<file path="config.mk">
export PLATFORM = sky130hd
export DESIGN_NAME = mux2_arb
export DESIGN_NICKNAME = d
export VERILOG_FILES = /design/src/rtl/mux2_arb_pkg.sv /design/src/rtl/mux2_1.sv /design/src/rtl/mux2_arb.sv
export SDC_FILE = /design/constraint.sdc
export NUM_CORES = 1
export LEC_CHECK = 0
export ABC_AREA = 1
export CAP_MARGIN = 20
export CORE_UTILIZATION = 44
export DETAILED_ROUTE_END_ITERATION = 16
export GPL_TIMING_DRIVEN = 0
export PLACE_DENSITY = 0.81
export SYNTH_ARGS = -nofsm -noshare
export SYNTH_HDL_FRONTEND = slang
export SYNTH_SLANG_ARGS = --single-unit
</file>
<file path="constraint.sdc">
create_clock -name sys_clk -period 2 [get_ports sys_clk]
set_input_delay 0.2 -clock sys_clk [delete_from_list [all_inputs] [get_ports sys_clk]]
set_output_delay 0.2 -clock sys_clk [all_outputs]
set_load 0.05 [all_outputs]
</file>
<file path="src/rtl/mux2_arb_pkg.sv">
// Shared definitions for the two-requester arbiter.
//   arb_state_e   : FSM state encoding (IDLE / GNT1 / GNT2)
//   DATA_W_DEF    : default data-path width
//   MAX_HOLD_DEF  : default maximum consecutive grant cycles under contention
//   HOLD_W        : hold counter width (covers MAX_HOLD up to 255)
package mux2_arb_pkg;

    typedef enum logic [1:0] {
        IDLE = 2'd0,
        GNT1 = 2'd1,
        GNT2 = 2'd2
    } arb_state_e;

    localparam int DATA_W_DEF   = 2;
    localparam int MAX_HOLD_DEF = 8;
    localparam int HOLD_W       = 8;

endpackage

</file>
<file path="src/rtl/mux2_1.sv">
// Plain 2:1 multiplexer.
//   in0, in1 : data inputs
//   sel      : 1 selects in1, 0 selects in0
//   y        : selected data (combinational)
module mux2_1 #(
    parameter int W = 2
) (
    input  logic [W-1:0] in0,
    input  logic [W-1:0] in1,
    input  logic         sel,
    output logic [W-1:0] y
);

    assign y = sel ? in1 : in0;

endmodule

</file>
<file path="src/rtl/mux2_arb.sv">
// Two-requester arbiter driving a shared, registered data path.
//   sys_clk, sys_rst_n : clock, async active-low reset
//   req1, req2         : level-held requests
//   in1, in2           : requester data
//   gnt1, gnt2         : registered grants (one-hot or none)
//   sel                : mux select, 1 = in1
//   out, out_vld       : registered shared-path data and its qualifier
//   busy               : FSM not in IDLE
//
// state | meaning
// IDLE  | no grant outstanding
// GNT1  | requester 1 owns the path
// GNT2  | requester 2 owns the path
module mux2_arb
    import mux2_arb_pkg::*;
#(
    parameter int DATA_W   = DATA_W_DEF,
    parameter int MAX_HOLD = MAX_HOLD_DEF
) (
    input  logic              sys_clk,
    input  logic              sys_rst_n,
    input  logic              req1,
    input  logic              req2,
    input  logic [DATA_W-1:0] in1,
    input  logic [DATA_W-1:0] in2,
    output logic              gnt1,
    output logic              gnt2,
    output logic              sel,
    output logic [DATA_W-1:0] out,
    output logic              out_vld,
    output logic              busy
);

    localparam logic [HOLD_W-1:0] HOLD_LAST = HOLD_W'(MAX_HOLD - 1);

    arb_state_e        state_q, state_d;
    logic              last2_q, last2_d;   // 1: requester 2 was granted last
    logic [HOLD_W-1:0] hold_cnt_q, hold_cnt_d;
    logic [DATA_W-1:0] out_q, out_d;
    logic              out_vld_q, out_vld_d;
    logic [DATA_W-1:0] mux_y;

    assign gnt1    = (state_q == GNT1);
    assign gnt2    = (state_q == GNT2);
    assign sel     = gnt1;
    assign busy    = (state_q != IDLE);
    assign out     = out_q;
    assign out_vld = out_vld_q;

    mux2_1 #(.W(DATA_W)) u_mux (
        .in0 (in2),
        .in1 (in1),
        .sel (sel),
        .y   (mux_y)
    );

    always_comb begin
        state_d    = state_q;
        last2_d    = last2_q;
        hold_cnt_d = hold_cnt_q;

        unique case (state_q)
            IDLE: begin
                if (req1 && req2)  state_d = last2_q ? GNT1 : GNT2;
                else if (req1)     state_d = GNT1;
                else if (req2)     state_d = GNT2;
            end
            GNT1: begin
                if (!req1)                            state_d = req2 ? GNT2 : IDLE;
                else if (req2 && hold_cnt_q == HOLD_LAST) state_d = GNT2;
            end
            GNT2: begin
                if (!req2)                            state_d = req1 ? GNT1 : IDLE;
                else if (req1 && hold_cnt_q == HOLD_LAST) state_d = GNT1;
            end
            default: state_d = IDLE;
        endcase

        // Counter restarts on any state change and saturates while a lone owner holds.
        if (state_d != state_q) begin
            hold_cnt_d = '0;
            if (state_d == GNT1) last2_d = 1'b0;
            if (state_d == GNT2) last2_d = 1'b1;
        end else if (state_q != IDLE && hold_cnt_q != HOLD_LAST) begin
            hold_cnt_d = hold_cnt_q + 1'b1;
        end
    end

    always_comb begin
        out_vld_d = (gnt1 & req1) | (gnt2 & req2);
        out_d     = out_vld_d ? mux_y : out_q;
    end

    always_ff @(posedge sys_clk or negedge sys_rst_n) begin
        if (!sys_rst_n) begin
            state_q    <= IDLE;
            last2_q    <= 1'b1;
            hold_cnt_q <= '0;
            out_q      <= '0;
            out_vld_q  <= 1'b0;
        end else begin
            state_q    <= state_d;
            last2_q    <= last2_d;
            hold_cnt_q <= hold_cnt_d;
            out_q      <= out_d;
            out_vld_q  <= out_vld_d;
        end
    end

endmodule

</file>
# Yosys cells after proc, flatten, opt, wreduce, memory -nomap -nowiden
# Cells that the tools add are included.
# word_totals
ff_bits	14
latchBits	0
mem_bits_rw	0
mem_bits_ro	0
elab_cells	41
memories	0
# classes
n_addsub	1
multipliers	0
div	0
order_cmp	0
eq_ne	7
shift	0
muxes	16
bitwise_logic	3
n_reduce_logical	9
# op_table
operator	n
$mux W2	10
$mux W8	2
$add A8 B1 Y8 const B	1
$eq A8 B3 Y1 const B	1
$ne A8 B3 Y1 const B	1
$pmux W2 S3	1
$reduce_bool A2 Y1	3
$eq A2 B1 Y1 const B	2
$eq A2 B2 Y1 const B	2
$logic_and A1 B1 Y1	4
$mux W1	3
$and A1 B1 Y1	2
$logic_not A2 Y1	1
$ne A2 B2 Y1	1
$reduce_and A2 Y1	1
$or A1 B1 Y1	1

# Logic depth before layout (Yosys ltp)
# Gate-level depths: netlist of the first run.
# logic_depth
ltp_word	8
ltp_mapped	13
depth_no_buf	13

# By module
# From an unflattened synthesis of the first run, not the netlist that was laid out.
# hier_totals
hier_cells	112
hier_area_um2	869.6
# modules_own_cells
mod	n_inst	cells_each	area_per_inst_um2	seq_area_each_um2
mux2_arb	1	105	843.3	351.6
mux2_1	1	7	26.3	0.0

# Worst setup path before layout of the first run
# Ideal clock, no wire load.
# synth_path
path_kind	flip-flop to flip-flop
from	register state_q[0]
to	register last2_q
setup_ps	76
arrival_ps	1901
setup_slack_ps	23
stages_incl_launch_ff	9
synth_period_minus_slack_ps	1977
path_cell_list	dfrtp_1 nor2_1 nand3_1 nand3_1 ha_1 inv_1 nand2_1 nand2_1 nand2_1
# synth_between
word_cells_on_any_way	17
cone_classes	eq/ne: 5; mux: 9; reduce/logical: 3
# synth_rtl
item	line	source
start: declaration	mux2_arb.sv:36	arb_state_e state_q, state_d;
start signal: assignment	mux2_arb.sv:102	state_q <= state_d;
$eq A2 B2 Y1 *	n/a	
net gnt2	mux2_arb.sv:27	output logic gnt2,
$pmux W2 S3 *	mux2_arb.sv:62	unique case (state_q)
net state_d[1]	mux2_arb.sv:36	
$eq A2 B1 Y1 or $eq A2 B2 Y1 (tied branches)	mux2_arb.sv:82, mux2_arb.sv:83	
$reduce_bool A2 Y1 (no line)	n/a	
$reduce_and A2 Y1 (no line)	n/a	
end signal: assignment	mux2_arb.sv:103	last2_q <= last2_d;
end: declaration	mux2_arb.sv:37	logic last2_q, last2_d;
# Mark *: on every way through the listed nets, which the timed path passes. The rest lies on a longest branch.
# A chain may end at the register's enable or synchronous reset.

# Final worst setup path of the first run
# layout_path
from	register state_q[1]
to	output port gnt1
# layout_between
elab_chain_cells	1
# layout_rtl
item	line	source
$eq A2 B1 Y1	mux2_arb.sv:43	assign gnt1 = (state_q == GNT1);
end: declaration	mux2_arb.sv:26	output logic gnt1,
# No other way between the ends.

==> results of run 1 <==
==> layout make-up <==
type | instances | area [um2]
fillers | 183 | 718.2
multi-input cells | 82 | 436.7
flip-flops and latches | 14 | 352.8
repair buffers | 15 | 146.4
inverters | 12 | 45.04
well taps | 25 | 31.28
clock buffers | 4 | 26.28
plain buffers | 1 | 7.507
==> stage by stage <==
step / utilization [%] / hold WS, ns
global route: 59.29 / 0.3721
finish: 59.29 / 0.2945
CTS: 58.58 / 0.3197
global placement: 57.23 / 0.4570
detailed placement: 57.23 / 0.4739
floorplan: - / -0.09559
==> power breakdown <==
part	internal (mW)	switching (mW)	leakage, nW
Clock	0.0775	0.0958	0.0150
Sequential	0.355	0.0443	0.180
Combinational	0.288	0.622	0.327
Total	0.721	0.762	0.522
==> worst max-delay path, cell delays in order (launching register included) <==
cell           delay (ns)
dfrtp_1              0.40
inv_1                0.14
nand2_1              0.17
inv_1                0.14
dlygate4sd2_1        0.54
==> routing by layer <==
layer	up-vias	routed length [um]
li1	382	-
met1	327	764
met2	14	850
met3	3	47
met4	0	19
met5	-	0
==> cells by family after synthesis <==
kind of cell    after synthesis
simple gates                 70
fa+ha+maj                     2
compound gates                7
flops                        14
xor+xnor                      3
buf+inv                      13
==> Yosys cell counts <==
cell type	number
dfstp_2	1
nor4_1	1
buf_4	1
ha_1	2
nand2_4	1
nor2_1	21
nand2_2	3
dfrtp_1	13
xor2_1	3
nand3_2	2
nor3_2	1
a21oi_1	2
nor2_4	2
o21ai_1	2
inv_1	10
nor2_2	1
nand3_1	9
inv_2	2
a31oi_1	2
nand2_1	26
a21oi_4	1
nand4_1	2
nor3_1	1
==> registers in the layout, indices dropped and copies added, names as in the netlist <==
signal and flops:
out_vld 1, state_q 2, out 2, last2_q 1, hold_cnt_q 8
==> repair_timing <==
item | 4_1_cts | 5_1_grt
pin swaps | 0 | 1
gates resized for setup | 2 | 6
buffers inserted | 0 | 1
setup endpoints to repair | 2 | 4
==> path summary, 6_finish.rpt <==
kind                                             end                 startpoint  slack, ns  cells after the start
min reg2reg                      last2_q$_DFFE_PN1P_        last2_q$_DFFE_PN1P_       0.48                      2
min in group sys_clk              out[1]$_DFFE_PN0P_                     in2[1]       0.47                      3
min                        hold_cnt_q[4]$_DFFE_PN0P_                  sys_rst_n       0.29                      1
max                                             gnt1       state_q[1]$_DFF_PN0_       0.13                      4
max in group asynchronous  hold_cnt_q[5]$_DFFE_PN0P_                  sys_rst_n       1.26                      1
max reg2reg                      last2_q$_DFFE_PN1P_  hold_cnt_q[1]$_DFFE_PN0P_       0.21                     13
==> flow_summary.ini, run 1 <==
[cells_and_area]
antennaDiodeCount = 0
final_cell_mix = 26 x nand2_1, 21 x nor2_1, 12 x dfrtp_1
layout-drive-gt1-share_pct = 17.19
final_common_cell = nand2_1
syn_to_final_growth_pct = 24.78
instances_no_fill = 153
postLayoutCellArea_um2 = 1046
nNetsFinal = 139

[global_routing]
grtUsageTotal_pct = 18.95
grtUsageMet3_pct = 5.159
grt_pass1_vias = 694
antenna_found_initial = 0
grt_max_degree = 15
gr-total-overflow = 0
busiest_layer = met2
grt_pass1_wl_mm = 2.780
use_met1_pct = 22.44
use_met2_pct = 32.00

[die]
die-area_um2 = 2084
core-area_um2 = 1764
dieHeight_um = 45.65
ios = 15
die_w_um = 45.65
rows = 15
start_util_pct = 47.52

[setup_path]
path_max_fanout = 6
arrival_ns = 1.67
cp-start-kind = flop
worstPathRequired_ns = 1.80
end_kind = output port
path_class = flop to output port

[cts]
cts_tree = done
clock_sinks = 14
clk_pin_slew_worst_paths_ns = 0.09
clock_path_buffers = 2
clk_latency_ns = 0.29
h-tree-depth = 1
cts_hold_buf = 0
numCtsBuffers = 3
root_buffer = clkbuf_4

[sta]
tightest_slew_ns = 0.6337
setup_slack_ns = 0.1293
rsz0062_at_grt = no
finalSetupViolCount = 0
finalCriticalPeriod_ns = 1.871
slew_headroom_pct = 57.62
timing.fmax_ghz = 0.5346
fin_skew_ns = 0.01446
final_hold_viol_count = 0
maxSlewViolCount = 0
fin_tns_setup_ns = 0
fin_crit_sh_pct = 93.54

[synth]
synth_top_family_by_area = simple AND/OR/NAND/NOR gates
yosys_warnings = 0
synthCells = 109
synth_xor_area_share_pct = 3.134
syn_area_per_cell_um2 = 7.691
yosys.area_share.simple_pct = 39.85
muxShareOfSynthArea_pct = 0
yosysTopAreaCell = dfrtp_1
synth_compound_area_share_pct = 5.821
seq_area_frac_synth_pct = 41.94
synth_adder_area_share_pct = 2.985
syn_nets = 119
netlist_area_um2 = 838.3
ys_seq_elements = 14
yosysTopAreaCellShare_pct = 38.81
ys_types = 23
netlist_top_cells_area = dfrtp_1 39%, nand2_1 12%, nor2_1 9.4%

[placement]
dpl_cell_area_um2 = 1010
dpl.hpwl_mm = 1.354
globalplace.congestion = 0.8215
place_inst = 148
dpl_worst_slack_ns = 0.06396
port_buffers = 14

[power_and_ir_drop]
vdd_drop_max_mv = 0.9241
power.total_mw = 1.483
powerDensity_nw_per_um2 = 1418
p_leak_nw = 0.5224

[detailed_routing]
routed_wl_mm = 1.681
avgRoutedWirePerCell_um = 10.99
first_pass_iters = 4
ant_nets = 0
drc = 0
vias_per_cell = 4.745
num_vias = 726
drt_iter0_drc = 13

[hold_path]
hold_class = primary input to async pin

[run]
maxCapViolations = 0

[status]
status = finished clean
(Power assumes the default switching activity.)
==> run 2: changes to the inputs <==
--- a/config.mk
+++ b/config.mk
@@ -10,7 +10,8 @@
 export CORE_UTILIZATION = 44
 export DETAILED_ROUTE_END_ITERATION = 16
 export GPL_TIMING_DRIVEN = 0
-export PLACE_DENSITY = 0.81
+export PLACE_DENSITY = 0.69
+export SKIP_CTS_REPAIR_TIMING = 1
 export SYNTH_ARGS = -nofsm -noshare
 export SYNTH_HDL_FRONTEND = slang
 export SYNTH_SLANG_ARGS = --single-unit
==> run 2 against run 1 <==
  * Clock power increased by 16%
  * Via count shrank 1.9%
  * Sequential power is 1% lower
  * Largest cell class unchanged
  * Largest power group unchanged
  * Highest routed layer unchanged
==> flow_summary.ini, run 2 (same netlist as run 1, synthesis figures left out) <==
[global_routing]
grt_pass1_wl_mm = 2.628
grtUsageTotal_pct = 18.14
gr-total-overflow = 0
grt_pass1_vias = 603
antenna_found_initial = 0
grt_max_degree = 15

[detailed_routing]
routed_wl_mm = 1.525
drt_iter0_drc = 11
vias_per_cell = 4.684
ant_nets = 0
first_pass_iters = 6
num_vias = 712
drc = 0
avgRoutedWirePerCell_um = 10.03

[cells_and_area]
layout-drive-gt1-share_pct = 14.96
nNetsFinal = 138
antennaDiodeCount = 0
final_cell_mix = 26 x nand2_1, 21 x nor2_1, 13 x dfrtp_1
fin_util_pct = 59.72
final_common_cell = nand2_1
regMostFlops = hold_cnt_q
largest_register_ffs = 8
syn_to_final_growth_pct = 25.67

[cts]
cts_tree = done
clk_pin_slew_worst_paths_ns = 0.08
numCtsBuffers = 3
root_buffer = clkbuf_4
clock_path_buffers = 2
clk_latency_ns = 0.28
clock_sinks = 14
h-tree-depth = 1

[power_and_ir_drop]
p_int_mw = 0.7619
vdd_drop_max_mv = 0.8012
switching_share_pct = 49.39
pwr-share-seq_pct = 26.2
powerDensity_nw_per_um2 = 1429
p_leak_nw = 0.5431
comb_power_share_pct = 60.5
p_switching_mw = 0.7437
clockPowerShare_pct = 13.3

[sta]
finalSetupViolCount = 0
fin_skew_ns = 0.003529
finalCriticalPeriod_ns = 1.910
timing.fmax_ghz = 0.5237
final_hold_viol_count = 0
slew_headroom_pct = 59.31
fin_crit_sh_pct = 95.48
maxSlewViolCount = 0
tightest_slew_ns = 0.6085
rsz0062_at_grt = no
setup_slack_ns = 0.09046

[setup_path]
r2r-start = hold_cnt_q[0]$_DFFE_PN0P_
worstPathCellList = inv_1 -> nand2_1 -> clkdlybuf4s50_1
worstPathRequired_ns = 1.80
end_kind = output port
r2r-end = last2_q$_DFFE_PN1P_
critPathMaxStageDelay_ns = 0.82
worstSetupStartpoint = state_q[0]$_DFF_PN0_
arrival_ns = 1.71
path_max_fanout = 5
r2r_slack_ns = 0.20
crit_end = busy
path_class = flop to output port
ff2ff_path_depth = 13
cp-start-kind = flop
slowest_stage = clkdlybuf4s50_1

[placement]
dpl_worst_slack_ns = 0.09850
port_buffers = 14
globalplace.congestion = 0.8823
dpl.hpwl_mm = 1.237

[die]
die-area_um2 = 2084
core-area_um2 = 1764
start_util_pct = 47.52
dieHeight_um = 45.65
rows = 15
ios = 15
die_w_um = 45.65

[status]
status = finished clean

[hold_path]
hold_class = primary input to async pin

[run]
maxCapViolations = 0
-- run 2: worst min-delay path by stage --
stage                        start                         to  cells after the start
2_1_floorplan            sys_rst_n  hold_cnt_q[0]$_DFFE_PN0P_                      0
3_3_place_gp   last2_q$_DFFE_PN1P_        last2_q$_DFFE_PN1P_                      2
3_5_place_dp   last2_q$_DFFE_PN1P_        last2_q$_DFFE_PN1P_                      2
4_1_cts                  sys_rst_n  hold_cnt_q[1]$_DFFE_PN0P_                      1
5_1_grt                  sys_rst_n  hold_cnt_q[1]$_DFFE_PN0P_                      1
6_report                 sys_rst_n  hold_cnt_q[1]$_DFFE_PN0P_                      1
-- run 2: power by group through the flow --
stage	Sequential, mW	Clock [mW]	Combinational [mW]
after CTS	0.397	0.206	0.928
after floorplan	0.496	0	0.584
after global placement	0.398	0	0.914
after global routing	0.402	0.219	1.01
final	0.395	0.200	0.910
after detailed placement	0.402	0	0.929
-- run 2: critical path, delay by kind of cell, from the launching register on --
kind	cells	cell delay [ns]
flip-flops	1	0.40
AND/OR/NAND/NOR	1	0.13
buffers and inverters	2	0.90
-- run 2: area by class of cell --
type	instances	area (um2)
multi-input cells	82	434.2
plain buffers	1	7.507
well taps	25	31.28
inverters	12	45.04
flip-flops and latches	14	351.6
fillers	181	710.7
clock buffers	4	36.28
repair buffers	14	147.6
-- run 2: per-layer routing --
metal / track usage, % / vias to the layer above / share of wire (%)
met4: 7.273 / 0 / 0.79
met5: 0 / - / 0
li1: - / 385 / -
met1: 24.20 / 312 / 48
met2: 26.86 / 13 / 47
met3: 5.952 / 2 / 4.1
-- run 2: through the flow --
stage          hold WS, ns  power [mW]  cells  setup TNS, ns  cell area, um2
2_1_floorplan     -0.09559       1.080    109              0           838.3
4_1_cts             0.3150       1.532    152        -0.3402            1046
5_1_grt             0.3531       1.627    152              0            1054
6_report            0.2971       1.506    152              0            1054
3_5_place_dp        0.4604       1.330    148              0            1010
3_3_place_gp        0.4557       1.312    148              0            1010
==> run 3: changes to the inputs <==
--- a/config.mk
+++ b/config.mk
@@ -7,10 +7,11 @@
 export LEC_CHECK = 0
 export ABC_AREA = 1
 export CAP_MARGIN = 20
-export CORE_UTILIZATION = 44
+export CORE_UTILIZATION = 50
 export DETAILED_ROUTE_END_ITERATION = 16
 export GPL_TIMING_DRIVEN = 0
-export PLACE_DENSITY = 0.69
+export MAX_ROUTING_LAYER = met4
+export PLACE_DENSITY = 0.76
 export SKIP_CTS_REPAIR_TIMING = 1
 export SYNTH_ARGS = -nofsm -noshare
 export SYNTH_HDL_FRONTEND = slang
==> run 3 against run 2 <==
  * Clock skew up 0.0014 ns
  * Global-route usage rose by 3.6 points
  * Wire length is 8.4% higher
  * Maximum frequency is 4.3% higher
  * Die area down 11%
  * Flip-flop and latch count unchanged
  * Final cell count decreased by 5.9%
  * Total power up 1.5%
  * Sequential share of layout area up 0.28 points
  * Register-to-register slack got worse by 0.02 ns
  * Via count increased by 4.2%
==> flow_summary.ini, run 3 (same netlist as run 1, synthesis figures left out) <==
[setup_path]
path_class = flop to output port
worstPathRequired_ns = 1.80
r2r-end = last2_q$_DFFE_PN1P_
path_max_fanout = 6
cp-start-kind = flop
end_kind = output port
ff2ff_path_depth = 13
arrival_ns = 1.63
worstSetupStartpoint = state_q[1]$_DFF_PN0_
r2r_slack_ns = 0.18
r2r-start = hold_cnt_q[0]$_DFFE_PN0P_

[placement]
place_inst = 139
globalplace.congestion = 0.8884
dpl_worst_slack_ns = 0.06963
port_buffers = 14
dpl_cell_area_um2 = 998.5
dpl.hpwl_mm = 1.292

[cells_and_area]
final_common_cell = nand2_1
antennaDiodeCount = 0
layout-drive-gt1-share_pct = 14.96
largest_register_ffs = 8
final_cell_mix = 26 x nand2_1, 21 x nor2_1, 13 x dfrtp_1
regMostFlops = hold_cnt_q
fin_util_pct = 67.78
syn_to_final_growth_pct = 24.63
instances_no_fill = 143
postLayoutCellArea_um2 = 1045
nNetsFinal = 138

[sta]
maxSlewViolCount = 0
finalCriticalPeriod_ns = 1.830
final_hold_viol_count = 0
rsz0062_at_grt = no
timing.fmax_ghz = 0.5464
slew_headroom_pct = 59.65
tightest_slew_ns = 0.6034
finalSetupViolCount = 0
setup_slack_ns = 0.1698
fin_skew_ns = 0.004896
hold_ws_ns = 0.2795
fin_crit_sh_pct = 91.51
fin_tns_setup_ns = 0

[power_and_ir_drop]
vdd_drop_max_mv = 0.9347
p_leak_nw = 0.5514
powerDensity_nw_per_um2 = 1463
power.total_mw = 1.529

[die]
die_w_um = 42.95
ios = 15
die-area_um2 = 1844
rows = 14
start_util_pct = 54.38
core-area_um2 = 1541
dieHeight_um = 42.95

[detailed_routing]
num_vias = 742
ant_nets = 0
avgRoutedWirePerCell_um = 11.56
drc = 0
vias_per_cell = 5.189
first_pass_iters = 5
drt_iter0_drc = 19
routed_wl_mm = 1.653

[global_routing]
grt_pass1_vias = 665
antenna_found_initial = 0
grtUsageTotal_pct = 21.75
grt_pass1_wl_mm = 2.829
gr-total-overflow = 0
grt_max_degree = 15

[cts]
numCtsBuffers = 3
clk_pin_slew_worst_paths_ns = 0.09
h-tree-depth = 1
root_buffer = clkbuf_4
cts_tree = done
clock_path_buffers = 2
clock_sinks = 14
clk_latency_ns = 0.29

[status]
status = finished clean

[run]
maxCapViolations = 0

[hold_path]
hold_class = primary input to async pin
[run 3: cell count changes in the layout (fill, tap and decap cells not counted), sizes merged]
cell           before  now
clkdlybuf4s50      11   10
dlymetal6s2s        3    4
[run 3: worst max-delay path by stage]
stage / end / cells past startpoint / slack [ns]
2_1_floorplan: last2_q$_DFFE_PN1P_ / 8 / 0.02
3_3_place_gp: last2_q$_DFFE_PN1P_ / 12 / 0.11
3_5_place_dp: last2_q$_DFFE_PN1P_ / 12 / 0.07
4_1_cts: sel / 5 / -0.23
5_1_grt: last2_q$_DFFE_PN1P_ / 13 / 0.002
6_report: sel / 5 / 0.17
[run 3: layer usage]
layer | up-vias | wire (um) | GRT usage (%) | share of wire [%]
li1 | 382 | - | - | -
met1 | 347 | 768 | 27.37 | 46
met2 | 10 | 804 | 33.64 | 49
met3 | 3 | 53 | 6.383 | 3.2
met4 | 0 | 26 | 7.273 | 1.6
met5 | - | 0 | - | 0
[run 3: power by group]
part / switching, mW / internal, mW / leakage [nW]
logic: 0.622 / 0.298 / 0.349
clock network: 0.101 / 0.111 / 0.0210
registers: 0.0416 / 0.355 / 0.182
[run 3: worst max-delay path: stages, from the launching register on]
cell and delay (ns):
dfrtp_1 0.39, inv_1 0.13, nand2_1 0.16, inv_1 0.14, buf_4 0.11, dlymetal6s2s_1 0.40
[run 3: layout make-up]
cell class                      instances  area [um2]
Sequential cell                        14       351.6
Multi-Input combinational cell         82       434.2
Inverter                               12       45.04
Timing Repair Buffer                   14       150.1
Buffer                                  1       7.507
Fill cell                             129       496.7
Tap cell                               16       20.02
Clock buffer                            4       36.28
